File: src/rtl/instr_fetch_unit.sv
// Instruction fetch unit: loadable instruction store plus a LOAD/RUN/HALT fetch engine
// that issues one registered word per cycle, honouring stall, redirect and self-loop halt.
module instr_fetch_unit #(
   parameter int DEPTH_WORDS = 64
) (
   input  logic        clk,
   input  logic        rst,
   input  logic        initialize,
   input  logic [31:0] instruction_initialize_data,
   input  logic [31:0] instruction_initialize_address,
   input  logic        stall,
   input  logic        redirect_valid,
   input  logic [31:0] redirect_target,
   output logic [31:0] instr_out,
   output logic [31:0] pc_out,
   output logic        instr_valid,
   output logic        halted,
   output logic        init_error,
   output logic [1:0]  fsm_state
);

   localparam int AW = $clog2(DEPTH_WORDS);

   // Debug encoding on fsm_state: 0 = LOAD, 1 = RUN, 2 = HALT.
   typedef enum logic [1:0] {
      S_LOAD = 2'd0,
      S_RUN  = 2'd1,
      S_HALT = 2'd2
   } state_t;

   state_t        state_q, state_d;
   logic [31:0]   mem [DEPTH_WORDS];
   logic [31:0]   pc_q;
   logic [AW-1:0] wr_idx, rd_idx;
   logic          wr_bad, self_loop;

   assign wr_idx = instruction_initialize_address[AW+1:2];
   assign rd_idx = pc_q[AW+1:2];
   assign wr_bad = (instruction_initialize_address[1:0] != 2'b00) ||
                   ((instruction_initialize_address >> (AW + 2)) != 32'd0);

   // A currently issued branch-to-self (beq rs,rs,-1) halts on the next unstalled edge.
   assign self_loop = instr_valid && (instr_out[31:26] == 6'b000100) &&
                      (instr_out[25:21] == instr_out[20:16]) && (instr_out[15:0] == 16'hFFFF);

   assign halted    = (state_q == S_HALT);
   assign fsm_state = state_q;

   always_ff @(posedge clk or negedge rst) begin
      if (!rst) state_q <= S_LOAD;
      else      state_q <= state_d;
   end

   always_comb begin
      state_d = state_q;
      case (state_q)
         S_LOAD: if (!initialize) state_d = S_RUN;
         S_RUN: begin
            if (initialize)                                   state_d = S_LOAD;
            else if (!redirect_valid && !stall && self_loop)  state_d = S_HALT;
         end
         S_HALT: if (initialize) state_d = S_LOAD;
         default: state_d = S_LOAD;
      endcase
   end

   // Flow control: stall=1 means the consumer cannot take a word, so the issued word,
   // its PC and instr_valid hold; redirect_valid=1 overrides stall and inserts one bubble.
   always_ff @(posedge clk or negedge rst) begin
      if (!rst) begin
         pc_q        <= '0;
         instr_out   <= '0;
         pc_out      <= '0;
         instr_valid <= 1'b0;
         init_error  <= 1'b0;
      end else begin
         if (initialize && wr_bad) init_error <= 1'b1;
         case (state_q)
            S_LOAD: begin
               pc_q        <= '0;
               instr_valid <= 1'b0;
            end
            S_RUN: begin
               if (initialize) begin
                  pc_q        <= '0;
                  instr_valid <= 1'b0;
               end else if (redirect_valid) begin
                  pc_q        <= redirect_target & ~32'd3;
                  instr_valid <= 1'b0;
               end else if (!stall) begin
                  if (self_loop) begin
                     instr_valid <= 1'b0;
                  end else begin
                     instr_out   <= mem[rd_idx];
                     pc_out      <= pc_q;
                     instr_valid <= 1'b1;
                     pc_q        <= pc_q + 32'd4;
                  end
               end
            end
            S_HALT: begin
               instr_valid <= 1'b0;
               if (initialize) pc_q <= '0;
            end
            default: begin
               pc_q        <= '0;
               instr_valid <= 1'b0;
            end
         endcase
      end
   end

   // Initialization writes are honoured in every state; reset clears the whole store.
   always_ff @(posedge clk or negedge rst) begin
      if (!rst) begin
         for (int i = 0; i < DEPTH_WORDS; i++) mem[i] <= '0;
      end else if (initialize && !wr_bad) begin
         mem[wr_idx] <= instruction_initialize_data;
      end
   end

endmodule

File: config.mk
export PLATFORM = sky130hd
export DESIGN_NAME = instr_fetch_unit
export DESIGN_NICKNAME = d
export VERILOG_FILES = /design/src/rtl/instr_fetch_unit.sv
export SDC_FILE = /design/constraint.sdc
export NUM_CORES = 2
export LEC_CHECK = 0
export CORE_ASPECT_RATIO = 0.5
export CORE_UTILIZATION = 31
export DETAILED_ROUTE_END_ITERATION = 10
export GPL_ROUTABILITY_DRIVEN = 0
export PLACE_DENSITY = 0.54
export SLEW_MARGIN = 0
export SYNTH_ARGS = -nofsm -noshare
export SYNTH_HDL_FRONTEND = slang
export SYNTH_SLANG_ARGS = --single-unit
File: constraint.sdc
create_clock -name clk -period 3.05 [get_ports clk]
set_input_delay 0.4575 -clock clk [delete_from_list [all_inputs] [get_ports clk]]
set_output_delay 0.4575 -clock clk [all_outputs]
set_load 0.005 [all_outputs]
==> results.ini <==
[outcome]
status=finished with violations
violations=negative setup slack

[die]
num_rows=146
core_um2=317000
dieArea_um2=321000
die_x_um=801
start_util_pct=31.2
die_height_um=401
top_level_ports=170

[route]
final_antenna_net_count=0
vias_per_cell=5.20
routed_wl_mm=305
wl_per_cell_um=27.1
drcViolationCount=0
vias=58600
drt_iter0_markers=4514
first_pass_iters=5

[timing]
setup_tns_ns=-0.0137
worst_slew_pin_slew_ns=1.05
rsz0062_at_grt=false
fmax_mhz=326
final_max_slew_viol_count=0
max-slew-margin-rel_pct=30.3
timing.clock.skew_ns=0.0730
finalCriticalPeriod_ns=3.06
setup_viol=1
finalCritPeriodShare_pct=100
hold_viol_final=0
worst_slack_ns=-0.0137

[yosys]
synthArstFlopShare_pct=100
synth-edff-count=0
syn_area_um2=98900
syn_area_per_cell_um2=15.1
ys.flop_type=dfrtp_1
seq_area_frac_synth_pct=54.2
synth_seq_cells=2144
synth_warnings=0
yosysUniqueCellTypes=69
postSynthCellCount=6551

[clocking]
clk_pin_slew_ns=0.06
cts_buffers=215
cts_root_buf=clkbuf_16
cts_tree=done
cts_htree_levels=4
clockBufferDepth=4
clkLatencyLatePin_ns=0.87
clkSinkCount=2144

[layout]
syn2layout_area_growth_pct=18.4
stdcell_area_um2=117000
fin_cells=11300
drive_above_1_share_pct=49.4
nets=7010

[power_and_ir_drop]
leakage_nw=54.3
p_total_mw=58.8
cellPowerDensity_nw_per_um2=502
irDropWorstVdd_uv=438

[worst_setup_path]
cp_slowest_cell=a22oi_1
path_buf_inv=5
critPathArrivalTime_ns=3.81
critical_path.top_delay_family=buffers and inverters
critical_path_class=register to register
critPathLaunchType=register
cp_max_fo=8
critical_path.max_stage_delay_ns=0.60
cp_data_required_time_ns=3.79
path_cells=buf_12, buf_16, buf_12, buf_4, mux4_2, a22oi_1, nand4_1, buf_4, nor2_1, a21oi_1
crit_path_end_kind=register

[global_routing]
track_usage_pct=18.8
grt.overflow.total=0
grt_pass1_vias=61100
antenna_found_initial=15
grt_pass1_wl_mm=452
grt_max_degree=91

[place]
place_inst=10900
dpl.hpwl_mm=206
postPlaceCellArea_um2=110000
portBuffers=165

[run]
cap_violations=0

[hold_path]
hold_path_class=input pin to register

[sequential cells by signal, summed over array words and instances, names as in the netlist]
register,count
instr_out,32
pc_q,30
init_error,1
fsm_state,2
pc_out,30
mem,2048
instr_valid,1
[metrics by stage]
stage | setup WS, ns | hold slack, ns | util, %
2_1_floorplan | 0.480 | 0.162 | -
3_3_place_gp | -0.526 | 0.442 | 34.7
3_5_place_dp | -0.391 | 0.456 | 34.7
4_1_cts | 0.00368 | 0.106 | 36.9
5_1_grt | 0.00896 | 0.137 | 37.0
6_report | -0.0137 | 0.187 | 37.0
[worst register-to-register path: cells and delay by family (launching register included)]
family / cells / cell delay, ns
AND/OR/NAND/NOR: 2 / 0.31
multiplexers: 1 / 0.55
buffers and inverters: 5 / 0.92
flip-flops: 1 / 0.50
AO/OA/AOI/OAI: 2 / 0.67
[report_power, final]
part           total, mW  switching, mW  leakage (nW)  internal, mW
Combinational       3.74           2.43          21.1          1.31
Sequential          28.7          0.161          29.9          28.6
Clock               26.4           11.6          3.35          14.8
Total               58.8           14.1          54.3          44.7
[per-layer routing]
layer / up-vias / wire (µm) / track usage [%]
met3: 330 / 14700 / 2.98
met5: - / 0 / 0
met4: 0 / 7190 / 4.18
met1: 32200 / 144000 / 27.4
li1: 24900 / - / -
met2: 1160 / 140000 / 29.6
[cells in the mapped netlist, types with 17 or more instances]
| cell | count | area share, % |
|---|---|---|
| a221oi_1 | 38 | 0.34 |
| dfrtp_1 | 2144 | 54 |
| o22ai_1 | 28 | 0.18 |
| nor3_1 | 24 | 0.12 |
| buf_2 | 212 | 1.1 |
| buf_6 | 26 | 0.30 |
| nand2_1 | 145 | 0.55 |
| a211oi_1 | 25 | 0.19 |
| buf_4 | 29 | 0.22 |
| nor2_1 | 123 | 0.47 |
| mux2i_1 | 329 | 3.3 |
| mux2_1 | 17 | 0.19 |
| nand4_1 | 24 | 0.15 |
| o21ai_0 | 78 | 0.39 |
| a31oi_1 | 21 | 0.13 |
| clkbuf_1 | 288 | 1.1 |
| a21oi_1 | 80 | 0.40 |
| mux2_2 | 1797 | 20 |
| buf_12 | 25 | 0.51 |
| mux2_4 | 240 | 3.6 |
| nand3_1 | 67 | 0.34 |
| buf_1 | 73 | 0.28 |
| mux4_2 | 379 | 8.6 |
| nor2b_1 | 17 | 0.11 |
| a22oi_1 | 168 | 1.3 |
[worst paths after layout]
check,start,to,cells past startpoint,slack (ns)
max,pc_q[2],instr_out[30],10,-0.01
min,instruction_initialize_data[16],mem[1520],2,0.19
max reg2reg,pc_q[2],instr_out[30],10,-0.01
min reg2reg,init_error,init_error,1,0.46
max in group asynchronous,rst,pc_q[10],4,1.56
min in group asynchronous,rst,mem[1649],2,0.24
[what timing repair did]
item,CTS,global route
endpoints found under the hold margin,46,0
pin swaps,0,1
endpoints found under the setup margin,16,10
hold buffers,2,0
gates resized for setup,14,9
gates cloned,1,0
setup buffers,6,2
[cell families after synthesis]
| kind of cell | Yosys count | synth area share (%) |
|---|---|---|
| buffers and inverters | 664 | 3.51 |
| other | 1 | 0.00379 |
| AO/OA/AOI/OAI | 497 | 3.42 |
| XOR/XNOR | 7 | 0.0620 |
| adder cells (fa/ha/maj) | 1 | 0.0126 |
| flip-flops | 2144 | 54.2 |
| multiplexers | 2762 | 36.3 |
| AND/OR/NAND/NOR | 475 | 2.51 |
[layout by cell type, fill, tap and decap left out, drive strengths merged, types with 4 or more instances in the layout]
cell type | synthesis | final
dfrtp | 2144 | 2144
mux2 | 2054 | 2054
buf | 365 | 658
mux4 | 379 | 379
mux2i | 329 | 329
clkbuf | 288 | 317
a22oi | 168 | 168
nand2 | 145 | 145
nor2 | 139 | 139
clkdlybuf4s50 | 0 | 131
a21oi | 80 | 80
o21ai | 78 | 78
nand3 | 67 | 67
a221oi | 38 | 38
clkinv | 0 | 37
o22ai | 28 | 28
a211oi | 25 | 25
nand4 | 24 | 24
nor3 | 24 | 24
a31oi | 21 | 21
nor4 | 17 | 17
nor2b | 17 | 17
inv | 11 | 17
a22o | 9 | 9
bufinv | 0 | 9
and3 | 8 | 8
o221ai | 8 | 8
diode | 0 | 6
xor2 | 6 | 6
and2 | 6 | 6
and4 | 6 | 6
nand4b | 5 | 5
a311oi | 5 | 5
a21o | 5 | 5
o22a | 4 | 4
a2111oi | 4 | 4
[final cells by class]
cell class	instances	area [µm²]
fillers	29800	200000
flip-flops and latches	2144	53700
multi-input cells	3744	42300
repair buffers	792	9100
clock buffers	317	6220
well taps	4218	5280
clock inverters	54	553
inverters	11	43.8
diodes	6	15.0
No activity file was read; power rests on OpenSTA's default activity.
